$ cat config.mk
export PLATFORM = sky130hd
export DESIGN_NAME = reg_file_sb_flat
export DESIGN_NICKNAME = d
export VERILOG_FILES = /design/src/rtl/reg_file_sb_if.sv /design/src/rtl/reg_file_sb.sv /design/src/flat_wrapper.sv
export SDC_FILE = /design/constraint.sdc
export NUM_CORES = 1
export LEC_CHECK = 0
export ABC_CLOCK_PERIOD_IN_PS = 3100
export BUFFER_PORTS_ARGS = -buffer_cell sky130_fd_sc_hd__buf_4
export CAP_MARGIN = 10
export CORE_ASPECT_RATIO = 0.9
export CORE_MARGIN = 5
export CORE_UTILIZATION = 45
export CTS_CLUSTER_SIZE = 20
export DETAILED_ROUTE_END_ITERATION = 7
export PLACE_DENSITY = 0.6
export REMOVE_ABC_BUFFERS = 1
export SLEW_MARGIN = 20
export SYNTH_ARGS = -nofsm -noshare
export SYNTH_HDL_FRONTEND = slang
export SYNTH_SLANG_ARGS = --single-unit
$ cat constraint.sdc
create_clock -name clk -period 3.1 [get_ports clk]
set_input_delay 0.775 -clock clk [delete_from_list [all_inputs] [get_ports clk]]
set_output_delay 0.775 -clock clk [all_outputs]
set_load 0.005 [all_outputs]
$ cat src/rtl/reg_file_sb_if.sv
// ----------------------------------------------------------------------------
// reg_file_sb_if
// Bundles the read, write and scoreboard signals of reg_file_sb.
//   master : decode/execute side -- drives addresses, write and busy_set
//            strobes; receives read data and busy flags.
//   slave  : the register file itself.
// Signals
//   rs_addr/rt_addr  [AW]  read port A/B address
//   wr_en, wr_addr, wr_data  write port
//   busy_set, busy_addr      mark a register as pending
//   rs_val_o/rt_val_o [DW]  read data A/B (combinational)
//   rs_busy_o/rt_busy_o     pending flag for the register on port A/B
// ----------------------------------------------------------------------------
interface reg_file_sb_if #(
  parameter int AW = 3,
  parameter int DW = 8
);
  logic [AW-1:0] rs_addr;
  logic [AW-1:0] rt_addr;
  logic          wr_en;
  logic [AW-1:0] wr_addr;
  logic [DW-1:0] wr_data;
  logic          busy_set;
  logic [AW-1:0] busy_addr;
  logic [DW-1:0] rs_val_o;
  logic [DW-1:0] rt_val_o;
  logic          rs_busy_o;
  logic          rt_busy_o;

  modport master (
    output rs_addr, rt_addr, wr_en, wr_addr, wr_data, busy_set, busy_addr,
    input  rs_val_o, rt_val_o, rs_busy_o, rt_busy_o
  );

  modport slave (
    input  rs_addr, rt_addr, wr_en, wr_addr, wr_data, busy_set, busy_addr,
    output rs_val_o, rt_val_o, rs_busy_o, rt_busy_o
  );
endinterface

$ cat src/rtl/reg_file_sb.sv
// ----------------------------------------------------------------------------
// reg_file_sb
// 2-read/1-write register file with a per-register busy scoreboard that
// tracks outstanding long-latency (load) results. Sits between decode and
// execute; the busy flags feed the hazard/stall logic.
// Parameters
//   AW        address width, depth = 2**AW
//   DW        data width
//   BYPASS    1: a same-cycle write is forwarded to matching read ports and
//             clears their busy flag
//   ZERO_REG  1: register 0 reads 0, ignores writes, is never busy
//   RESET_VAL value every register takes on reset
// Ports
//   clk    clock, all state updates on the rising edge
//   reset  asynchronous, active-high; clears the array and the scoreboard
//   bus    reg_file_sb_if slave modport (read/write/scoreboard signals)
// ----------------------------------------------------------------------------
module reg_file_sb #(
  parameter int              AW        = 3,
  parameter int              DW        = 8,
  parameter int              BYPASS    = 1,
  parameter int              ZERO_REG  = 0,
  parameter logic [DW-1:0]   RESET_VAL = '0
) (
  input logic         clk,
  input logic         reset,
  reg_file_sb_if.slave bus
);

  localparam int DEPTH = 1 << AW;

  logic [DW-1:0]    rf [DEPTH];
  logic [DEPTH-1:0] busy;
  logic [DEPTH-1:0] busy_nxt;

  logic             wr_ok;   // write reaches the array
  logic             set_ok;  // busy_set reaches the scoreboard
  logic [DW-1:0]    rs_val;
  logic [DW-1:0]    rt_val;
  logic             rs_busy;
  logic             rt_busy;

  assign wr_ok  = bus.wr_en    && !(ZERO_REG != 0 && bus.wr_addr   == '0);
  assign set_ok = bus.busy_set && !(ZERO_REG != 0 && bus.busy_addr == '0);

  // Scoreboard next state: the retiring write clears first, then a new issue
  // sets, so a set to the same address in the same cycle wins.
  // NOTE: combinational blocks use blocking '=' with every output defaulted
  // first, so the later assignment wins and no latch is inferred.
  always_comb begin
    busy_nxt = busy;
    if (bus.wr_en) busy_nxt[bus.wr_addr] = 1'b0;
    if (set_ok)    busy_nxt[bus.busy_addr] = 1'b1;
  end

  // NOTE: the array is a flop bank, not a RAM macro, so it takes the async
  // reset like any other state; sequential blocks use non-blocking '<='.
  always_ff @(posedge clk or posedge reset) begin
    if (reset) begin
      for (int i = 0; i < DEPTH; i++) rf[i] <= RESET_VAL;
      busy <= '0;
    end else begin
      if (wr_ok) rf[bus.wr_addr] <= bus.wr_data;
      busy <= busy_nxt;
    end
  end

  // Read ports. The bypass is gated by reset so an in-flight write cannot
  // leak through while the file is being cleared. The zero register check
  // comes last so it overrides the bypass.
  always_comb begin
    rs_val  = rf[bus.rs_addr];
    rs_busy = busy[bus.rs_addr];
    if (BYPASS != 0 && !reset && bus.wr_en && bus.wr_addr == bus.rs_addr) begin
      rs_val  = bus.wr_data;
      rs_busy = 1'b0;
    end
    if (ZERO_REG != 0 && bus.rs_addr == '0) begin
      rs_val  = '0;
      rs_busy = 1'b0;
    end

    rt_val  = rf[bus.rt_addr];
    rt_busy = busy[bus.rt_addr];
    if (BYPASS != 0 && !reset && bus.wr_en && bus.wr_addr == bus.rt_addr) begin
      rt_val  = bus.wr_data;
      rt_busy = 1'b0;
    end
    if (ZERO_REG != 0 && bus.rt_addr == '0) begin
      rt_val  = '0;
      rt_busy = 1'b0;
    end
  end

  assign bus.rs_val_o  = rs_val;
  assign bus.rt_val_o  = rt_val;
  assign bus.rs_busy_o = rs_busy;
  assign bus.rt_busy_o = rt_busy;

endmodule

$ cat src/flat_wrapper.sv
// flat-port wrapper written by rule: the top's interface ports become plain ports
module reg_file_sb_flat 
#(
  parameter int              AW        = 3,
  parameter int              DW        = 8,
  parameter int              BYPASS    = 1,
  parameter int              ZERO_REG  = 0,
  parameter logic [DW-1:0]   RESET_VAL = '0
)
  (clk, reset, bus_rs_addr, bus_rt_addr, bus_wr_en, bus_wr_addr, bus_wr_data, bus_busy_set, bus_busy_addr, bus_rs_val_o, bus_rt_val_o, bus_rs_busy_o, bus_rt_busy_o);
  reg_file_sb_if #(.AW(AW), .DW(DW)) bus_i ();
  input logic clk;
  input logic reset;
  input wire logic [$bits(bus_i.rs_addr)-1:0] bus_rs_addr;
  input wire logic [$bits(bus_i.rt_addr)-1:0] bus_rt_addr;
  input wire logic [$bits(bus_i.wr_en)-1:0] bus_wr_en;
  input wire logic [$bits(bus_i.wr_addr)-1:0] bus_wr_addr;
  input wire logic [$bits(bus_i.wr_data)-1:0] bus_wr_data;
  input wire logic [$bits(bus_i.busy_set)-1:0] bus_busy_set;
  input wire logic [$bits(bus_i.busy_addr)-1:0] bus_busy_addr;
  output wire logic [$bits(bus_i.rs_val_o)-1:0] bus_rs_val_o;
  output wire logic [$bits(bus_i.rt_val_o)-1:0] bus_rt_val_o;
  output wire logic [$bits(bus_i.rs_busy_o)-1:0] bus_rs_busy_o;
  output wire logic [$bits(bus_i.rt_busy_o)-1:0] bus_rt_busy_o;
  assign bus_i.rs_addr = bus_rs_addr;
  assign bus_i.rt_addr = bus_rt_addr;
  assign bus_i.wr_en = bus_wr_en;
  assign bus_i.wr_addr = bus_wr_addr;
  assign bus_i.wr_data = bus_wr_data;
  assign bus_i.busy_set = bus_busy_set;
  assign bus_i.busy_addr = bus_busy_addr;
  assign bus_rs_val_o = bus_i.rs_val_o;
  assign bus_rt_val_o = bus_i.rt_val_o;
  assign bus_rs_busy_o = bus_i.rs_busy_o;
  assign bus_rt_busy_o = bus_i.rt_busy_o;
  reg_file_sb #(.AW(AW), .DW(DW), .BYPASS(BYPASS), .ZERO_REG(ZERO_REG), .RESET_VAL(RESET_VAL)) u_core (.clk(clk), .reset(reset), .bus(bus_i));
endmodule
# Yosys cells after proc, flatten, opt, wreduce, memory -nomap -nowiden
# Index checks and enable logic that the tools add are counted.
# word_totals
register_bits	72
latchBits	0
mem_bits_rw	0
romBits	0
in_bits	24
wordCells	57
mem_count	0
# classes
addsub	0
mul	0
div	0
magnitude_cmp	10
eq_ne	2
n_shift	0
muxes	23
bitwise	6
n_reduce_logical	7
# op_table
cell	n
$mux W8	9
$bwmux W64	1
$bmux W8 S3	2
$demux W8 S3	1
$lt A3 B4 Y1 const B	4
$ge A4 B4 Y1 const B	3
$not A3 Y4	3
$and A8 B8 Y8	1
$not A8 Y8	1
$or A8 B8 Y8	1
$bmux W1 S3	2
$demux W1 S3	2
$eq A3 B3 Y1	2
$ge A3 B1 Y1 const B	2
$logic_and A1 B1 Y1	6
$mux W1	6
$lt A4 B1 Y1 const B	1
$logic_not A1 Y1	1

# Logic depth before layout (Yosys ltp)
# Gate-level depths: netlist (run 1).
# depth
depth_word	9
mapped_depth	5
ltp_nobuf	3

# Worst setup path before layout (run 1)
# No wires, ideal clock.
# synth_path
kind	input to output
startpoint	input port bus_rs_addr[1]
endpoint	output port bus_rs_val_o[0]
t_arrival_ns	2.139
t_required_ns	2.325
path_slack_ns	0.186
path_stages	5
path_buffers	2
cell_sequence	clkbuf_1 > buf_2 > mux4_2 > mux2_2 > mux2_2
# synth_between
elab_chain_cells	5
word_cells_on_any_way	7
cone_classes	1 x eq/ne; 4 x mux; 1 x bitwise; 1 x reduce/logical
# synth_rtl
item	line_no	text
start: declaration	flat_wrapper.sv:14	input wire logic [$bits(bus_i.rs_addr)-1:0] bus_rs_addr;
$not A3 Y4 (not written as such)	reg_file_sb.sv:72	rs_val = rf[bus.rs_addr];
$bmux W8 S3	reg_file_sb.sv:72	
$mux W8 (not written as such) (2 in series)	reg_file_sb.sv:72	
$mux W8 *	reg_file_sb.sv:74	if (BYPASS != 0 && !reset && bus.wr_en && bus.wr_addr == bus.rs_addr) begin
end: declaration	flat_wrapper.sv:21	output wire logic [$bits(bus_i.rs_val_o)-1:0] bus_rs_val_o;
# Mark *: on every way between the ends. The rest lies on a longest branch, timed or not. The select of a mux whose other input is x is not followed.

# Final worst setup path (run 1)
# layout_path
startpoint	input port bus_rt_addr[0]
endpoint	output port bus_rt_val_o[2]
# layout_between
elab_chain_cells	5
word_cells_on_any_way	7
cone_classes	1 x eq/ne; 4 x mux; 1 x bitwise; 1 x reduce/logical
# layout_rtl
item	line_no	text
start: declaration	flat_wrapper.sv:15	input wire logic [$bits(bus_i.rt_addr)-1:0] bus_rt_addr;
$not A3 Y4 (not written as such)	reg_file_sb.sv:83	rt_val = rf[bus.rt_addr];
$bmux W8 S3	reg_file_sb.sv:83	
$mux W8 (not written as such) (2 in series)	reg_file_sb.sv:83	
$mux W8 *	reg_file_sb.sv:85	if (BYPASS != 0 && !reset && bus.wr_en && bus.wr_addr == bus.rt_addr) begin
end: declaration	flat_wrapper.sv:22	output wire logic [$bits(bus_i.rt_val_o)-1:0] bus_rt_val_o;
# Marked as above.

==> flow_metrics.py, run 1 <==
metrics = {
    "route": {
        "ant_nets": 0,
        "drc": 0,
        "vias_per_cell": 5.76,
        "routed_wl_um": 10000,
        "drt_iter0_markers": 87,
        "first_pass_iters": 4,
        "via_count": 2588,
        "wire_per_inst_um": 22.3,
    },
    "floorplan": {
        "core_sq_mm": 0.00917,
        "die_h_um": 102,
        "start_util_pct": 46.2,
        "die_x_um": 112,
        "io_pins": 42,
        "die_area_sq_mm": 0.0115,
        "core.rowCount": 33,
    },
    "global_route": {
        "grt_overflow": 0,
        "grt_max_degree": 73,
        "grt_usage_pct": 18.4,
        "grt_pass1_wl_um": 15800,
        "antenna_found_initial": 0,
        "grt_pass1_vias": 2736,
    },
    "sta": {
        "rsz0062_at_grt": "no",
        "setup_tns_ns": 0,
        "hold_violations": 0,
        "skew_ns": 0,
        "fmaxAchievable_mhz": 328,
        "drv_slew": 0,
        "fin_crit_sh_pct": 98.5,
        "setup_viol": 0,
        "slew_headroom_pct": 66.0,
        "tightestPinTransition_ns": 0.507,
        "min_period_ns": 3.05,
    },
    "clock_tree": {
        "cts.sinks": 72,
        "clockBufferDepth": 2,
        "postCtsHoldBufs": 0,
        "clk_latency_ns": 0.34,
        "cts_tree": "yes",
        "cts-root-buf": "clkbuf_8",
        "htreeDepth": 3,
        "clkSlewWorstSetupHoldPaths_ns": 0.08,
        "numCtsBuffers": 9,
    },
    "logic_synthesis": {
        "yosysWarningCount": 0,
        "synth_edf_count": 0,
        "ys_seq_elements": 72,
        "synth_area_sq_mm": 0.00424,
        "synth_async_sr_flop_share_pct": 100,
        "seq_area_frac_synth_pct": 42.5,
        "synth.most_common_cell": "mux2_2",
        "synth_commonest_cells": "mux2_2 (96), dfrtp_1 (72), mux4_1 (22)",
        "yosys-top-cells-area": "dfrtp_1 (43%), mux2_2 (26%), mux4_1 (14%), mux4_2 (7.4%), xnor2_1 (1.2%)",
        "ys_types": 23,
        "synth_top_area_share_pct": 42.5,
        "syn_inst": 271,
        "syn_area_per_cell_sq_um": 15.6,
        "yosys_most_used_dff": "dfrtp_1",
        "yosys.area.top_type": "dfrtp_1",
    },
    "critical_path": {
        "crit_path_max_fanout": 7,
        "slowest_delay_ns": 0.55,
        "startpoint": "bus_rt_addr[0]",
        "crit_path_frequent_cell": "mux2_2",
        "critPathKind": "input pin to output pin",
        "r2r_start": "u_core.rf[44]$_DFFE_PP0P_",
        "crit_slowest_cell": "mux4_1",
        "worstSetupEndpoint": "bus_rt_val_o[2]",
        "cp_cell_sequence": "buf_6 -> buf_12 -> mux4_1 -> mux2_2 -> mux2_2 -> buf_4",
        "reg2reg_depth": 1,
        "startpoint_type": "input pin",
        "crit_arrival_ns": 2.28,
        "regToRegSetupSlack_ns": 2.32,
        "endpoint_kind": "output pin",
        "rr_endpoint": "u_core.rf[44]$_DFFE_PP0P_",
        "required_ns": 2.32,
    },
    "cells_and_area": {
        "multiInputGateArea_sq_mm": 0.00226,
        "syn_to_final_growth_pct": 19.8,
        "nNetsFinal": 347,
        "regArea_sq_mm": 0.00180,
        "fillers": 770,
        "num_antenna_cells": 0,
        "post_route_cells_drive_above_1_share_pct": 60.2,
        "final_util_pct": 55.4,
    },
    "pwr": {
        "static-leakage-power_uw": 0.00218,
        "power_uw": 3100,
        "ir_drop_uv": 315,
        "power_density_mw_per_mm2": 611,
    },
    "placed_design": {
        "hpwl_um": 6630,
        "io_buffers": 41,
        "gp_congestion": 0.774,
    },
    "outcome": {
        "run_status": "finished, final reports clean",
    },
    "min_path": {
        "hold_class": "flip-flop to flip-flop",
    },
    "flow_run": {
        "cap_violations": 0,
    },
}
## through the flow
stage	setup WS (ns)	instance area [sq um]	instances	hold slack, ns
2_1_floorplan	0.500	4090	249	0.455
3_3_place_gp	0.0248	4750	431	0.482
3_5_place_dp	0.0206	4750	431	0.500
4_1_cts	0.0122	5020	446	0.517
5_1_grt	0.00602	5080	449	0.546
6_report	0.0469	5080	449	0.511
## cell type report
cell class	count	area share, %
clock buffer	10	2.71
sequential	72	35.5
timing repair buffer	63	11.4
multi-input combinational	172	44.5
inverter	5	0.370
clock inverter	5	2.54
tap	122	3.01
## critical path, delay by kind of cell
| family | cells | cell delay (ns) |
|---|---|---|
| muxes | 3 | 1.10 |
| buffers and inverters | 3 | 0.40 |
## where the power goes
part	leakage [uW]	switching (uW)	total, uW	internal, uW
Clock	0.000133	363	998	635
Sequential	0.000861	136	1280	1140
Combinational	0.00119	262	826	563
Total	0.00218	761	3100	2340
## how the worst min path moves through the flow
stage                                  start                        end  slack [ns]  cells past startpoint
finish              u_core.busy[5]$_DFF_PP0_   u_core.busy[5]$_DFF_PP0_        0.51                      2
global route                           reset  u_core.rf[19]$_DFFE_PP0P_        0.55                      3
CTS                 u_core.busy[5]$_DFF_PP0_   u_core.busy[5]$_DFF_PP0_        0.52                      2
detailed placement  u_core.busy[5]$_DFF_PP0_   u_core.busy[5]$_DFF_PP0_        0.50                      2
global placement    u_core.busy[5]$_DFF_PP0_   u_core.busy[5]$_DFF_PP0_        0.48                      2
floorplan           u_core.busy[5]$_DFF_PP0_   u_core.busy[5]$_DFF_PP0_        0.45                      2
## logic make-up after synthesis
family / count (synthesis) / synth area share, %
XOR/XNOR: 6 / 1.24
flip-flops: 72 / 42.5
AO/OA/AOI/OAI: 8 / 1.18
buffers and inverters: 27 / 4.01
multiplexers: 134 / 47.3
AND/OR/NAND/NOR: 24 / 3.78
## registers in the layout, indices dropped and copies added, names as in the netlist
signal       count
u_core.rf       64
u_core.busy      8
## cells in the final DEF (no fill, tap or decap), types with 3 or more instances in the layout
cell type / n
nand2b_1: 4
nand4_1: 3
o21ai_0: 4
nand2_1: 7
mux4_2: 16
clkbuf_8: 10
xnor2_1: 6
inv_1: 4
buf_4: 54
mux4_1: 20
mux2_2: 96
bufinv_16: 4
dfrtp_1: 72
buf_12: 5
nand4b_1: 3
## per-layer routing
metal | up-vias | track usage (%) | wire length [um]
met5 | - | 0 | 0
met4 | 0 | 5.08 | 95
met3 | 10 | 3.61 | 369
met2 | 53 | 29.0 | 4640
met1 | 1362 | 26.5 | 4900
li1 | 1163 | - | -
## what timing repair did
| action | CTS | global route |
|---|---|---|
| setup buffers | 0 | 1 |
| gates resized for setup | 0 | 4 |
| endpoints found under the setup margin | 0 | 11 |
No activity file was read; power rests on OpenSTA's default activity.
==> inputs of run 2 (changes only) <==
--- a/config.mk
+++ b/config.mk
@@ -9,7 +9,6 @@
 export BUFFER_PORTS_ARGS = -buffer_cell sky130_fd_sc_hd__buf_4
 export CAP_MARGIN = 10
 export CORE_ASPECT_RATIO = 0.9
-export CORE_MARGIN = 5
 export CORE_UTILIZATION = 45
 export CTS_CLUSTER_SIZE = 20
 export DETAILED_ROUTE_END_ITERATION = 7
==> constraint.sdc (replaced) <==
create_clock -name clk -period 3.1 [get_ports clk]
set_input_delay 0.775 -clock clk [delete_from_list [all_inputs] [get_ports clk]]
set_output_delay 0.775 -clock clk [all_outputs]
set_load 0.05 [all_outputs]
==> flow_metrics.py, run 2 (synthesized netlist as in run 1, its figures left out) <==
metrics = {
    "floorplan": {
        "core.rowCount": 33,
        "die_area_sq_mm": 0.00981,
        "die_h_um": 94.1,
        "io_pins": 42,
        "core_sq_mm": 0.00913,
        "die_x_um": 104,
        "start_util_pct": 46.5,
    },
    "placed_design": {
        "postPlaceCellArea_sq_mm": 0.00473,
        "hpwl_um": 6480,
        "io_buffers": 41,
        "gp_congestion": 0.740,
    },
    "route": {
        "drt_iter0_markers": 111,
        "ant_nets": 0,
        "vias_per_cell": 5.92,
        "routed_wl_um": 10100,
        "first_pass_iters": 4,
        "via_count": 2653,
        "drc": 0,
        "wire_per_inst_um": 22.6,
    },
    "pwr": {
        "swShare_pct": 32.5,
        "power_density_mw_per_mm2": 624,
        "ir_drop_uv": 342,
        "internal_power_uw": 2100,
        "pwr-share-comb_pct": 36.0,
        "switchingPower_uw": 1010,
        "clkPwrFrac_pct": 22.5,
        "static-leakage-power_uw": 0.00211,
        "seqPwrFrac_pct": 41.5,
        "power_uw": 3110,
    },
    "clock_tree": {
        "clockBufferDepth": 2,
        "cts_tree": "yes",
        "clkSlewWorstSetupHoldPaths_ns": 0.08,
        "htreeDepth": 3,
        "cts-root-buf": "clkbuf_8",
        "numCtsBuffers": 9,
        "cts.sinks": 72,
        "clk_latency_ns": 0.35,
    },
    "sta": {
        "setup_tns_ns": 0,
        "setup_viol": 0,
        "tightestPinTransition_ns": 0.779,
        "slew_headroom_pct": 47.9,
        "hold_violations": 0,
        "drv_slew": 0,
        "fmaxAchievable_mhz": 326,
        "rsz0062_at_grt": "yes",
        "fin_crit_sh_pct": 98.9,
        "skew_ns": 0,
        "min_period_ns": 3.07,
    },
    "critical_path": {
        "cp_cell_sequence": "buf_4 -> buf_12 -> mux4_1 -> mux2_2 -> mux2_2 -> buf_6",
        "crit_arrival_ns": 2.29,
        "required_ns": 2.32,
        "r2r_start": "u_core.rf[0]$_DFFE_PP0P_",
        "crit_path_max_fanout": 9,
        "rr_endpoint": "u_core.rf[0]$_DFFE_PP0P_",
        "endpoint_kind": "output pin",
        "startpoint_type": "input pin",
        "crit_slowest_cell": "mux4_1",
        "crit_family": "multiplexers",
        "crit_buf_inv": 3,
        "regToRegSetupSlack_ns": 2.30,
        "crit_path_frequent_cell": "mux2_2",
        "reg2reg_depth": 1,
        "critPathKind": "input pin to output pin",
        "slowest_delay_ns": 0.54,
    },
    "global_route": {
        "grt_max_degree": 55,
        "grt_overflow": 0,
        "grt_usage_pct": 21.8,
        "antenna_found_initial": 0,
        "grt_pass1_vias": 2647,
        "grt_pass1_wl_um": 15300,
    },
    "flow_run": {
        "cap_violations": 0,
    },
    "cells_and_area": {
        "fillers": 788,
        "final_common_cell": "mux2_2",
        "nNetsFinal": 345,
        "syn_to_final_growth_pct": 17.7,
        "top_regs": "u_core.rf x64, u_core.busy x8",
        "post_route_cells_drive_above_1_share_pct": 61.7,
        "final_cell_mix": "mux2_2 (96), dfrtp_1 (72), buf_4 (40), mux4_2 (23), buf_6 (15)",
        "largest_register_ffs": 64,
        "stdcell_area_sq_mm": 0.00499,
        "num_antenna_cells": 0,
        "regArea_sq_mm": 0.00180,
        "multiInputGateArea_sq_mm": 0.00223,
        "top_register": "u_core.rf",
    },
    "min_path": {
        "hold_class": "input pin to async pin",
    },
    "outcome": {
        "run_status": "finished, final reports clean",
    },
}
==> run 2: changes by cell type in the layout (fill, tap and decap cells not counted), sizes merged <==
cell,delta
buf,-2
clkbuf,+4
bufinv,-4
clkinvlp,+1
==> run 2: per-stage QoR <==
| stage | worst slack, ns | hold WS [ns] | util [%] | std cells |
|---|---|---|---|---|
| finish | 0.0327 | 0.447 | 54.7 | 448 |
| global route | -0.0151 | 0.472 | 54.7 | 448 |
| CTS | 0.00000178 | 0.447 | 54.1 | 446 |
| detailed placement | -0.0116 | 0.494 | 51.8 | 429 |
| global placement | -0.00980 | 0.495 | 51.8 | 429 |
| floorplan | 0.399 | 0.455 | - | 249 |
==> run 2: how the worst max path moves through the flow <==
stage	slack (ns)	cells after the start	start	end
finish	0.03	6	bus_rt_addr[0]	bus_rt_val_o[5]
global route	-0.02	6	bus_rt_addr[0]	bus_rt_val_o[5]
CTS	0.000002	6	bus_rs_addr[0]	bus_rs_val_o[7]
detailed placement	-0.01	6	bus_rt_addr[0]	bus_rt_val_o[3]
global placement	-0.01	6	bus_rt_addr[0]	bus_rt_val_o[3]
floorplan	0.40	3	bus_rs_addr[0]	bus_rs_val_o[7]
==> run 2: layer usage <==
metal	wire (um)	up-vias	track usage [%]
li1	-	1160	-
met1	4650	1408	29.6
met2	4880	65	34.5
met3	349	20	4.16
met4	255	0	8.93
met5	0	-	0
==> run 2: what timing repair did <==
item                                    4_1_cts  5_1_grt
cloned                                        0        2
setup buffers                                 1        0
hold buffers                                  0        0
endpoints found under the setup margin        5       16
gates resized for setup                       4       20
==> run 2: cell type report <==
class                           count  share of cell area [%]
Clock buffer                       14                    3.46
Sequential cell                    72                    36.1
Clock inverter                      2                   0.251
Tap cell                          122                    3.06
Inverter                            5                   0.376
Timing Repair Buffer               61                    12.0
Multi-Input combinational cell    172                    44.7
==> run 2: power groups by stage <==
stage	sequential, uW	combinational, uW	clock (uW)
floorplan	1250	807	0
global placement	1290	1060	0
detailed placement	1300	1070	0
CTS	1280	1090	718
global route	1320	1190	766
finish	1290	1120	699
